File: config.mk
export PLATFORM = sky130hd
export DESIGN_NAME = rv_dm_master
export DESIGN_NICKNAME = d
export VERILOG_FILES = /design/src/rtl/rv_dm_master.sv
export SDC_FILE = /design/constraint.sdc
export NUM_CORES = 1
export LEC_CHECK = 0
export ABC_AREA = 1
export BUFFER_PORTS_ARGS = -buffer_cell sky130_fd_sc_hd__buf_2
export CELL_PAD_IN_SITES_DETAIL_PLACEMENT = 1
export CELL_PAD_IN_SITES_GLOBAL_PLACEMENT = 1
export CORE_AREA = 5 5 109 162
export CTS_CLUSTER_DIAMETER = 80
export DETAILED_ROUTE_END_ITERATION = 16
export DIE_AREA = 0 0 114 167
export PLACE_DENSITY = 0.81
export SYNTH_ARGS = -nofsm -noshare
export SYNTH_HDL_FRONTEND = slang
export SYNTH_SLANG_ARGS = --single-unit
File: constraint.sdc
create_clock -name clk_i -period 2.1 [get_ports clk_i]
set_input_delay 0 -clock clk_i [delete_from_list [all_inputs] [get_ports clk_i]]
set_output_delay 0 -clock clk_i [all_outputs]
set_load 0.01 [all_outputs]
File: src/rtl/rv_dm_master.sv
// Data-memory bus initiator: turns one command/response transaction into a dm_* strobe cycle.
// Optional done-wait watchdog enabled by defining RV_DM_MASTER_TIMEOUT_EN.
module rv_dm_master #(
  parameter int unsigned TIMEOUT_CYCLES = 255,
  parameter logic [31:0] ERR_RDATA      = 32'hDEADBEEF
) (
  input  logic        clk_i,
  input  logic        rst_n_i,
  input  logic        cmd_valid_i,
  output logic        cmd_ready_o,
  input  logic        cmd_we_i,
  input  logic [31:0] cmd_addr_i,
  input  logic [1:0]  cmd_size_i,
  input  logic        cmd_signed_i,
  input  logic [31:0] cmd_wdata_i,
  output logic        rsp_valid_o,
  input  logic        rsp_ready_i,
  output logic [31:0] rsp_rdata_o,
  output logic        rsp_err_o,
  output logic [31:0] dm_addr_o,
  output logic [31:0] dm_data_s_o,
  output logic [3:0]  dm_data_select_o,
  output logic        dm_store_o,
  output logic        dm_load_o,
  input  logic [31:0] dm_data_l_i,
  input  logic        dm_store_done_i,
  input  logic        dm_load_done_i,
  input  logic        dm_ready_i
);

  typedef enum logic [1:0] {
    S_IDLE,
    S_ISSUE,
    S_WAIT,
    S_RESP
  } state_e;

  state_e      state, state_next;
  logic        accept, cmd_bad, done_hit, timeout_hit;
  logic        we_q, signed_q;
  logic [1:0]  size_q, off_q;
  logic [3:0]  sel_new;
  logic [31:0] data_new, shifted, load_ext;

  assign accept      = (state == S_IDLE) && cmd_valid_i;
  assign cmd_ready_o = (state == S_IDLE);
  assign rsp_valid_o = (state == S_RESP);
  assign done_hit    = (state == S_WAIT) && (we_q ? dm_store_done_i : dm_load_done_i);

  always_comb begin
    unique case (cmd_size_i)
      2'b00:   cmd_bad = 1'b0;
      2'b01:   cmd_bad = cmd_addr_i[0];
      2'b10:   cmd_bad = |cmd_addr_i[1:0];
      default: cmd_bad = 1'b1;
    endcase
  end

  // Lane select and replicated store data, computed from the command at accept time.
  always_comb begin
    sel_new  = 4'b1111;
    data_new = cmd_wdata_i;
    unique case (cmd_size_i)
      2'b00: begin
        sel_new  = 4'b0001 << cmd_addr_i[1:0];
        data_new = {4{cmd_wdata_i[7:0]}};
      end
      2'b01: begin
        sel_new  = cmd_addr_i[1] ? 4'b1100 : 4'b0011;
        data_new = {2{cmd_wdata_i[15:0]}};
      end
      default: ;
    endcase
  end

  always_comb begin
    shifted = dm_data_l_i >> {off_q, 3'b000};
    unique case (size_q)
      2'b00:   load_ext = {{24{signed_q & shifted[7]}}, shifted[7:0]};
      2'b01:   load_ext = {{16{signed_q & shifted[15]}}, shifted[15:0]};
      default: load_ext = shifted;
    endcase
  end

`ifdef RV_DM_MASTER_TIMEOUT_EN
  localparam int unsigned CNT_W = $clog2(TIMEOUT_CYCLES + 1);

  logic [CNT_W-1:0] wait_cnt;

  always_ff @(posedge clk_i or negedge rst_n_i) begin
    if (!rst_n_i) begin
      wait_cnt <= '0;
    end else if (state != S_WAIT) begin
      wait_cnt <= '0;
    end else begin
      wait_cnt <= wait_cnt + CNT_W'(1);
    end
  end

  assign timeout_hit = (state == S_WAIT) && (wait_cnt == CNT_W'(TIMEOUT_CYCLES - 1));
`else
  logic unused_timeout;

  assign timeout_hit    = 1'b0;
  // Keeps the watchdog limit referenced when the watchdog is compiled out.
  assign unused_timeout = ^TIMEOUT_CYCLES;
`endif

  // NOTE: sequential state uses non-blocking assignments so every flop samples pre-edge values.
  always_ff @(posedge clk_i or negedge rst_n_i) begin
    if (!rst_n_i) begin
      state <= S_IDLE;
    end else begin
      state <= state_next;
    end
  end

  // NOTE: every output of this block gets a default first so no latch is inferred.
  always_comb begin
    state_next = state;
    dm_store_o = 1'b0;
    dm_load_o  = 1'b0;
    unique case (state)
      S_IDLE: begin
        if (cmd_valid_i) state_next = cmd_bad ? S_RESP : S_ISSUE;
      end
      S_ISSUE: begin
        if (dm_ready_i) begin
          dm_store_o = we_q;
          dm_load_o  = !we_q;
          state_next = S_WAIT;
        end
      end
      S_WAIT: begin
        if (done_hit || timeout_hit) state_next = S_RESP;
      end
      S_RESP: begin
        if (rsp_ready_i) state_next = S_IDLE;
      end
      default: state_next = S_IDLE;
    endcase
  end

  // Command latch, bus drive registers and response capture; a done beats an expiring watchdog.
  always_ff @(posedge clk_i or negedge rst_n_i) begin
    if (!rst_n_i) begin
      we_q             <= 1'b0;
      signed_q         <= 1'b0;
      size_q           <= 2'b00;
      off_q            <= 2'b00;
      dm_addr_o        <= '0;
      dm_data_s_o      <= '0;
      dm_data_select_o <= '0;
      rsp_rdata_o      <= '0;
      rsp_err_o        <= 1'b0;
    end else begin
      if (accept) begin
        we_q     <= cmd_we_i;
        signed_q <= cmd_signed_i;
        size_q   <= cmd_size_i;
        off_q    <= cmd_addr_i[1:0];
        if (cmd_bad) begin
          rsp_err_o   <= 1'b1;
          rsp_rdata_o <= ERR_RDATA;
        end else begin
          dm_addr_o        <= {cmd_addr_i[31:2], 2'b00};
          dm_data_s_o      <= data_new;
          dm_data_select_o <= sel_new;
        end
      end
      if (done_hit) begin
        rsp_err_o   <= 1'b0;
        rsp_rdata_o <= we_q ? 32'h0 : load_ext;
      end else if (timeout_hit) begin
        rsp_err_o   <= 1'b1;
        rsp_rdata_o <= ERR_RDATA;
      end
    end
  end

endmodule

======== Word-level counts from Yosys, hierarchy flattened ========
Cells that the tools add are included.
word-level totals
  latch bits .............................. 0
  input bits .............................. 107
  memories ................................ 0
  register bits after elaboration ......... 107
  memory bits (read-only) ................. 0
  output and inout bits ................... 105
  memory bits (writable) .................. 0
  word-level logic and storage cells ...... 60
operators by class
  reductions and logical operators ........ 12
  shift-type cells ........................ 2
  $mul .................................... 0
  magnitude comparators ................... 0
  multiplexer cells ....................... 23
  bitwise logic cells ..................... 3
  div/mod/pow operators ................... 0
  add/sub/neg operators ................... 0
  equality and inequality tests ........... 10
operators by type and width
  cell                   count
  $mux W32               4
  $pmux W32 S2           2
  $shr A32 B5 Y32        1
  $mux W2                5
  $mux W1                8
  $pmux W2 S4            1
  $pmux W4 S2            1
  $eq A2 B1 Y1 const B   3
  $eq A2 B2 Y1 const B   3
  $logic_not A2 Y1       3
  $ne A2 B2 Y1 const B   3
  $mux W4                1
  $reduce_and A2 Y1      2
  $reduce_and A4 Y1      1
  $reduce_bool A2 Y1     2
  $shl A1 B2 Y4 const A  1
  $pmux W1 S3            1
  $and A1 B1 Y1          2
  $logic_and A1 B1 Y1    2
  $ne A2 B1 Y1 const B   1
  $reduce_or A2 Y1       1
  $logic_not A1 Y1       1
  $not A1 Y1             1

======== Longest topological paths before layout ========
Gate-level depths: netlist of the first run.
  depth in word-level cells ............... 5
  depth in mapped cells ................... 10
  mapped depth without buffers ............ 8

======== Least setup slack after synthesis of the first run ========
OpenSTA, ideal clock, no wires.
  path type ............................... reg-to-reg
  start point ............................. reg state[0]
  end point ............................... reg rsp_rdata_o[18]
  required time ........................... 1.980 ns
  library setup time ...................... 0.120 ns
  period minus slack after synthesis ...... 1.698 ns
  path buffers ............................ 1
  cell stages (with the launch flop) ...... 10
  slack ................................... 0.402 ns
  arrival ................................. 1.578 ns
  path through ............................ dfrtp_1 inv_1 ha_1 nand2_1 inv_1 nand2_4 nand2_4 buf_8 nor2_1 a21oi_2
between the ends
  longest elaborated chain between the ends .. 4
ends and longest elaborated chain
  item                                 line  RTL
  from (decl)                          38    state_e state, state_next;
  from (signal assigned)               114   state <= state_next;
  $logic_not A2 Y1                     -
  net cmd_ready_o                      10    output logic cmd_ready_o,
  $logic_and A1 B1 Y1                  45    assign accept = (state == S_IDLE) && cmd_valid_i;
  $reduce_bool A2 Y1 (no source line)  -
  $reduce_and A2 Y1 (no source line)   -
  to (signal assigned)                 173   rsp_rdata_o <= we_q ? 32'h0 : load_ext;
  to (decl)                            18    output logic [31:0] rsp_rdata_o,
The timed path passes the listed nets, and every way through them passes these cells.
A chain may end at the register's enable or synchronous reset.

======== Worst setup path after layout of the first run ========
  start point ............................. reg state[0]
  end point ............................... reg rsp_rdata_o[10]
between the ends
  longest elaborated chain between the ends .. 4
ends and longest elaborated chain
  item                                                     line
  $eq A2 B2 Y1 / $logic_not A2 Y1 (equally long branches)  48, 45
  $logic_and A1 B1 Y1, on equally long branches            48, 45
  $reduce_bool A2 Y1 (no source line)                      -
  $reduce_and A2 Y1 (no source line)                       -
Several ways; a longest one is shown, not always the timed one.

==> impl_metrics.tcl, run 1 <==
set metrics [dict create \
    status "finished, final reports clean" \
    rsz0062_at_grt "false" \
    fin_ws_ps 303 \
    tightest_slew_ps 513 \
    vias 5754 \
    whs_ps 8.65 \
    area_growth_syn_to_layout_pct 37.6 \
    endpoint_kind "register" \
    drive_above_1_share 0.293 \
    critical_path_buf_inv_count 3 \
    fin_setup_tns_ps 0 \
    cts_setup_buffers 0 \
    yosys.area.top_type "dfrtp_1" \
    grt_pass1_vias 6318 \
    critical_path_class "register to register" \
    slew_headroom 0.658 \
    crit_slowest_cell "dfrtp_1" \
    yosys_warnings 0 \
    vias_per_cell 4.95 \
    slew_violations 0 \
    chipWidth_um 114 \
    die_area_mm2 0.0190 \
    clkSinkCount 107 \
    crit_path_end "rsp_rdata_o[10]" \
    path_max_fanout 10 \
    syn_avg_cell_area_um2 7.91 \
    dr.pass1.iters 4 \
    grt_max_degree 52 \
    critical_path_arrival_ps 2030 \
    dp_slack_ps 171 \
    ys_ff_latch 107 \
    setup_violations 0 \
    start_util 0.344 \
    crit_start "state[0]" \
    avgRoutedWirePerCell_um 18.1 \
    startpoint_type "register" \
    cts-root-buf "clkbuf_16" \
    netlist.area_leader.share 0.485 \
    pin_count 212 \
    max_stage_delay_ps 410 \
    ant_nets 0 \
    cp_num_cells 8 \
    grt_usage 0.223 \
    syn_inst 697 \
    power_density_mw_per_mm2 1370 \
    totalWireLength_um 21000 \
    min_period_over_period 0.856 \
    ir_drop_mv 0.494 \
    cp.required_ps 2330 \
    r2r_setup_slack_ps 300 \
    core_area_mm2 0.0160 \
    clk_latency_ps 350 \
    synth-edff-count 0 \
    cts_buffers 9 \
    cpMostUsedCell "inv_1" \
    cts_tree "done" \
    overflow 0 \
    synth.area.top_cells "dfrtp_1 49%, nand2_1 20%, nand3_1 4.9%" \
    gp_congestion 0.797 \
    num_rows 57 \
    clockBufferDepth 2 \
    portBuffers 209 \
    r2r-end "rsp_rdata_o[10]" \
    finish.utilization 0.473 \
    netlist_area_mm2 0.00552 \
    ys_top_cells_by_count "297 x nand2_1, 107 x dfrtp_1, 54 x nand3_1" \
    synth_most_common_cell "nand2_1" \
    ys.flop_type "dfrtp_1" \
    crit_chain "inv_1 > ha_1 > nand2_2 > inv_1 > nand2_4 > inv_1 > o21ai_0 > nand2_1" \
    worst_r2r_path_depth 8 \
    skew_ps 11.2 \
    htreeDepth 3 \
    antenna_found_initial 2 \
    yosys.cell_types.count 32 \
    hold_path_class "primary input to register" \
    final_nets 1062 \
    r2r-start "state[0]" \
    power.leakage_uw 0.00409 \
    cp_top_family "simple AND/OR/NAND/NOR gates" \
    die_y_um 167 \
    min_period_ps 1800 \
    grt_pass1_wl_um 33600 \
    async_flop_share 1.00 \
    yosysSeqAreaShare 0.485 \
    hold_viol 0 \
    first_iter_violations 289 \
    dp_hpwl_um 14300 \
    max_cap_viol_count 0 \
    fmax_mhz 557 \
    clk_pin_slew_ps 80 \
    drc 0 \
]
==> routing by layer <==
layer  track usage  part of all wire
met5             0                 0
met4        0.0930             0.034
met3        0.0523             0.062
met2         0.410              0.54
met1         0.240              0.36
==> report_power, final <==
part	total, uW	internal [uW]	switching (uW)
clock network	1810	957	858
registers	3610	3020	598
logic	4980	1830	3140
==> cells in the final DEF (no fill, tap or decap), drive strengths merged <==
cell,instances
conb,2
o2111ai,1
clkbuf,9
bufinv,1
clkinvlp,1
nor2,18
nand3,56
dfrtp,107
o21a,2
a21oi,38
buf,221
o21ai,67
clkinv,3
dlygate4sd3,60
ha,5
inv,43
diode,2
o211ai,4
nor3,2
o22ai,1
o31ai,2
mux2i,1
nand2,311
==> worst register-to-register path, stage by stage, from the launching register on <==
cell and delay [ps]:
dfrtp_1 410, inv_1 100, ha_1 240, nand2_2 180, inv_1 160, nand2_4 180, inv_1 150, o21ai_0 180
nand2_1 70
==> layout make-up <==
cell class / instances / area (um^2)
fillers: 2007 / 8460
flip-flops and latches: 107 / 2680
multi-input cells: 510 / 2380
repair buffers: 281 / 1790
well taps: 206 / 258
clock buffers: 9 / 225
inverters: 41 / 158
clock inverters: 7 / 91.3
diodes: 2 / 5.00
==> kinds of logic after synthesis <==
family                     share of synthesized area
and+or+nand+nor                                0.296
buffers and inverters                         0.0835
muxes                                        0.00181
AOI/OAI and AO/OA                              0.122
DFF                                            0.485
other                                       0.000680
adders and majority gates                     0.0113
==> metrics by stage <==
step | cell area [um^2] | total power, uW | std cells
after floorplan | 5520 | 6620 | 698
after global placement | 6660 | 8340 | 1085
after detailed placement | 6660 | 8520 | 1085
after CTS | 7580 | 10400 | 1161
after global routing | 7590 | 11200 | 1163
final | 7590 | 10400 | 1163
==> sequential cells by signal, summed over array words and instances, names as in the netlist <==
register	count
we_q	1
rsp_rdata_o	32
signed_q	1
dm_data_select_o	4
size_q	2
dm_data_s_o	32
state	2
rsp_err_o	1
off_q	2
dm_addr_o	30
==> repair_timing <==
action | CTS | global route
endpoints found under the setup margin | 0 | 13
resized for setup | 0 | 1
hold buffers | 60 | 0
hold endpoints to repair | 90 | 0
==> how the worst min path moves through the flow <==
stage	slack (ps)	endpoint	from	cells past startpoint
floorplan	-300	dm_addr_o[10]	rst_n_i	0
global placement	-6	dm_addr_o[9]	rst_n_i	1
detailed placement	-4	dm_addr_o[9]	rst_n_i	1
CTS	0.9	dm_data_s_o[28]	cmd_wdata_i[28]	3
global route	20	dm_data_s_o[28]	cmd_wdata_i[28]	3
finish	9	dm_data_s_o[28]	cmd_wdata_i[28]	3
Note: power is estimated with default switching activity, not from simulation.
==> run 2, diff against run 1 <==
==> constraint.sdc (replaced) <==
create_clock -name clk_i -period 2.1 [get_ports clk_i]
set_input_delay 0.315 -clock clk_i [delete_from_list [all_inputs] [get_ports clk_i]]
set_output_delay 0.315 -clock clk_i [all_outputs]
set_load 0.01 [all_outputs]
==> run 2 against run 1 <==
Effect of this change:
- non-clock buffer count fell by 58
- largest power group unchanged
- via count fell by 6.9%
- worst setup slack improved by 4.8 ps
- highest routed layer is now met5
- global-route usage fell by 3.3 points
- clock power fell by 4%
- clock skew barely moved
- die area did not move
- sequential cell count did not move
- critical endpoint is now rsp_rdata_o[15]
==> impl_metrics.tcl, run 2 (synthesized netlist as in run 1, its figures left out) <==
set metrics [dict create \
    status "finished, final reports clean" \
    final_nets 1004 \
    grt_usage 0.191 \
    power.leakage_uw 0.00385 \
    slew_violations 0 \
    gp_congestion 0.801 \
    whs_ps 159 \
    clk_pin_slew_ps 80 \
    cpMostUsedCell "inv_1" \
    wl_met3_um 1190 \
    pwr-share-comb 0.473 \
    crit_chain "inv_1 > ha_1 > nand2_2 > inv_1 > nand2_4 > inv_1 > o21ai_0 > nand2_1" \
    grt_pass1_vias 5673 \
    core_area_mm2 0.0160 \
    power_frac_seq 0.355 \
    critical_path_class "register to register" \
    endpoint_kind "register" \
    die_area_mm2 0.0190 \
    setup_violations 0 \
    ant_nets 0 \
    dr.pass1.iters 4 \
    avgRoutedWirePerCell_um 16.3 \
    grt_max_degree 48 \
    placed_area_mm2 0.00668 \
    critical_path_buf_inv_count 3 \
    largestRegisters "dm_data_s_o: 32 flops, rsp_rdata_o: 32 flops, dm_addr_o: 30 flops" \
    hold_path_class "primary input to register" \
    layout_commonest_cell "nand2_1" \
    grt_pass1_wl_um 29300 \
    area_growth_syn_to_layout_pct 26.9 \
    start_util 0.344 \
    cp_top_family "simple AND/OR/NAND/NOR gates" \
    path_max_fanout 10 \
    wl_met1_um 6780 \
    max_cap_viol_count 0 \
    clkSinkCount 107 \
    rsz0062_at_grt "false" \
    top_layer "met5" \
    cts-root-buf "clkbuf_16" \
    num_antenna_cells 0 \
    layout_common_cells "296 x nand2_1, 208 x buf_2, 107 x dfrtp_1" \
    fin_setup_tns_ps 0 \
    slew_headroom 0.654 \
    power_density_mw_per_mm2 1440 \
    startpoint_type "register" \
    critical_path_arrival_ps 2020 \
    wl_met2_um 9820 \
    p_sw_uw 4420 \
    skew_ps 11.4 \
    overflow 0 \
    clkPwrFrac 0.171 \
    ir_drop_mv 0.535 \
    p_int_uw 5650 \
    clk_latency_ps 350 \
    num_rows 57 \
    cts_buffers 9 \
    min_period_over_period 0.853 \
    drive_above_1_share 0.313 \
    cts_setup_buffers 0 \
    dp_hpwl_um 14100 \
    hold_viol 0 \
    min_period_ps 1790 \
    tightest_slew_ps 519 \
    cp.required_ps 2320 \
    num-fill-cells 2047 \
    final_cell_area_mm2 0.00700 \
    switching_share 0.439 \
    htreeDepth 3 \
    max_stage_delay_ps 400 \
    fmax_mhz 558 \
    portBuffers 209 \
    chipWidth_um 114 \
    totalWireLength_um 18000 \
    clockBufferDepth 2 \
    vias 5355 \
    cts_tree "done" \
    pin_count 212 \
    antenna_found_initial 1 \
    vias_per_cell 4.85 \
    crit_slowest_cell "dfrtp_1" \
    first_iter_violations 210 \
    die_y_um 167 \
    drc 0 \
]
[run 2: cell types whose count changed in the layout (fill, tap and decap cells not counted)]
cell and delta:
buf_12 +1, dlygate4sd3_1 -59, bufinv_16 -1, diode_2 -2
clkbuf_8 +1, inv_8 +1, clkinvlp_4 -1
[run 2: metal layers]
layer / up-vias / track usage
li1: 2602 / -
met1: 2591 / 0.215
met2: 146 / 0.350
met3: 14 / 0.0475
met4: 2 / 0.0527
met5: - / 0
[run 2: final timing paths]
path                            slack, ps  cells past startpoint         endpoint     startpoint
worst max-delay path                  310                      8  rsp_rdata_o[15]       state[0]
worst min-delay path                  160                      3     dm_addr_o[7]  cmd_addr_i[7]
worst max register to register        310                      8  rsp_rdata_o[15]       state[0]
worst min register to register        470                      2     dm_addr_o[8]   dm_addr_o[8]
max in group asynchronous             970                      3        rsp_err_o        rst_n_i
min in group asynchronous             470                      2     dm_addr_o[9]        rst_n_i
[run 2: area by class of cell]
cell class | count | area (um^2) | area share
tap | 206 | 258 | 0.0368
multi-input combinational | 510 | 2380 | 0.341
clock buffer | 10 | 239 | 0.0341
timing repair buffer | 223 | 1220 | 0.174
sequential | 107 | 2680 | 0.382
inverter | 41 | 158 | 0.0225
clock inverter | 6 | 65.1 | 0.00929
[run 2: stage by stage]
step	util	std cells	total power, uW	setup WS (ps)
6_report	0.436	1103	10100	308
5_1_grt	0.436	1103	11000	137
4_1_cts	0.436	1103	10300	157
3_5_place_dp	0.417	1086	8490	197
3_3_place_gp	0.417	1086	8320	315
2_1_floorplan	-	698	6620	402
[run 2: worst min-delay path, stage by stage]
cell,delay [ps]
buf_2,70
nand2_1,40
nand2_1,50
[run 2: timing repair]
action / CTS / global route
endpoints found under the hold margin: 36 / 0
hold buffers: 1 / 0
gates resized for setup: 0 / 1
setup endpoints to repair: 0 / 3
[run 2: power groups by stage]
stage	combinational (uW)	clock [uW]	sequential [uW]
detailed placement	4880	0	3610
global placement	4710	0	3610
CTS	4890	1790	3590
global route	5390	1890	3710
finish	4770	1730	3580
floorplan	2660	0	3960
==> run 3, diff against run 2 <==
Settings changed: REMOVE_ABC_BUFFERS set to 1.
==> run 3 against run 2 <==
Effect of this change:
- routed wire length is 0.88% higher
- count of clock-buffer cells in the layout stayed put
- fmax is 2.1% lower
- cell area hardly changed
- register-to-register slack worse by 40 ps
- worst setup slack worse by 38 ps
- core utilization hardly changed
- worst hold slack better by 6.1 ps
- sequential share of layout area hardly changed
- global-route usage is 0.065 points lower
- critical path depth stayed put
- critical endpoint is now rsp_rdata_o[7]
- largest power group unchanged
==> impl_metrics.tcl, run 3 (synthesized netlist as in run 1, its figures left out) <==
set metrics [dict create \
    setup_violations 0 \
    path_max_fanout 10 \
    start_util 0.344 \
    r2r-end "rsp_rdata_o[7]" \
    clkSinkCount 107 \
    tightest_slew_ps 521 \
    gp_congestion 0.823 \
    die_area_mm2 0.0190 \
    r2r_setup_slack_ps 270 \
    grt_pass1_vias 5800 \
    final_nets 1005 \
    antenna_found_initial 1 \
    startpoint_type "register" \
    cts_buffers 9 \
    chipWidth_um 114 \
    hold_path_class "primary input to register" \
    hold_viol 0 \
    pin_count 212 \
    critical_path_class "register to register" \
    worstHoldEndpoint "dm_addr_o[22]" \
    slew_violations 0 \
    drive_above_1_share 0.313 \
    critical_path_arrival_ps 2050 \
    placed_area_mm2 0.00670 \
    max_cap_viol_count 0 \
    endpoint_kind "register" \
    p_total_uw 10100 \
    overflow 0 \
    fmax_mhz 547 \
    ir_drop_mv 0.562 \
    drc 0 \
    layout_common_cells "296 x nand2_1, 208 x buf_2, 107 x dfrtp_1" \
    avgRoutedWirePerCell_um 16.5 \
    hold_path_depth 3 \
    slew_headroom 0.653 \
    crit_start "state[0]" \
    grt_max_degree 48 \
    crit_chain "inv_1 > ha_1 > nand2_2 > inv_1 > nand2_4 > inv_1 > o21ai_0 > nand2_1" \
    final_cell_area_mm2 0.00700 \
    cts-root-buf "clkbuf_16" \
    dp_hpwl_um 13800 \
    cp.required_ps 2320 \
    crit_slowest_cell "dfrtp_1" \
    layout_commonest_cell "nand2_1" \
    num-fill-cells 2057 \
    cpMostUsedCell "inv_1" \
    num_rows 57 \
    first_iter_violations 237 \
    num_antenna_cells 0 \
    r2r-start "state[0]" \
    cts_setup_buffers 0 \
    hp-start "cmd_addr_i[22]" \
    clk_latency_ps 340 \
    finish.utilization 0.436 \
    dr.pass1.iters 4 \
    worst_r2r_path_depth 8 \
    rsz0062_at_grt "false" \
    skew_ps 11.4 \
    status "finished, final reports clean" \
    grt_usage 0.190 \
    core_area_mm2 0.0160 \
    power_density_mw_per_mm2 1440 \
    portBuffers 209 \
    vias 5374 \
    htreeDepth 3 \
    largestRegisters "dm_data_s_o: 32 flops, rsp_rdata_o: 32 flops, dm_addr_o: 30 flops" \
    die_y_um 167 \
    vias_per_cell 4.87 \
    ant_nets 0 \
    power.leakage_uw 0.00384 \
    max_stage_delay_ps 400 \
    area_growth_syn_to_layout_pct 26.9 \
    totalWireLength_um 18200 \
    cts_tree "done" \
    cp_top_family "simple AND/OR/NAND/NOR gates" \
    min_period_over_period 0.871 \
    clk_pin_slew_ps 80 \
    critical_path_buf_inv_count 3 \
    min_period_ps 1830 \
    clockBufferDepth 2 \
    grt_pass1_wl_um 29300 \
]
[run 3: cell count changes in the layout (fill, tap and decap cells not counted), sizes merged]
| cell | before | now |
|---|---|---|
| buf | 222 | 223 |
| clkinvlp | 0 | 1 |
| clkinv | 3 | 2 |
[run 3: worst max path at each step]
stage	cells after the start	slack, ps	endpoint
final	8	270	rsp_rdata_o[7]
after global routing	8	60	rsp_rdata_o[11]
after CTS	8	130	rsp_rdata_o[7]
after detailed placement	8	160	rsp_rdata_o[7]
after global placement	8	290	rsp_rdata_o[1]
after floorplan	7	-250	dm_data_s_o[0]
[run 3: layer usage]
layer / track usage / routed length [um] / vias up
met1: 0.215 / 7000 / 2562
met2: 0.347 / 9670 / 178
li1: - / - / 2605
met3: 0.0443 / 1150 / 27
met5: 0 / 13 / -
met4: 0.0594 / 348 / 2
[run 3: timing repair]
action | CTS | global route
gates resized for setup | 0 | 1
hold endpoints to repair | 32 | 0
endpoints found under the setup margin | 0 | 16
hold buffers | 1 | 0
[run 3: final cells by class]
| type | count | area [um^2] | share of cell area |
|---|---|---|---|
| Inverter | 41 | 158 | 0.0225 |
| Clock buffer | 10 | 229 | 0.0327 |
| Sequential cell | 107 | 2680 | 0.382 |
| Multi-Input combinational cell | 510 | 2380 | 0.341 |
| Tap cell | 206 | 258 | 0.0368 |
| Timing Repair Buffer | 224 | 1240 | 0.177 |
| Clock inverter | 6 | 56.3 | 0.00804 |
[run 3: worst reg2reg max path: stages, from the launching register on]
cell and delay (ps):
dfrtp_1 400, inv_1 100, ha_1 250, nand2_2 190, inv_1 160, nand2_4 180, inv_1 160, o21ai_0 200
nand2_1 70
[run 3: power by group]
group	leakage [uW]	internal (uW)	switching (uW)
logic	0.00240	1790	3030
clock network	0.000138	836	844
registers	0.00131	3020	562
total	0.00384	5640	4440
[run 3: per-stage QoR]
stage	hold slack, ps	cells	setup TNS (ps)	worst slack (ps)
6_report	165	1104	0	270
5_1_grt	150	1104	0	59.7
4_1_cts	146	1104	0	130
3_5_place_dp	320	1087	0	156
3_3_place_gp	327	1087	0	288
2_1_floorplan	19.4	658	-13410	-253
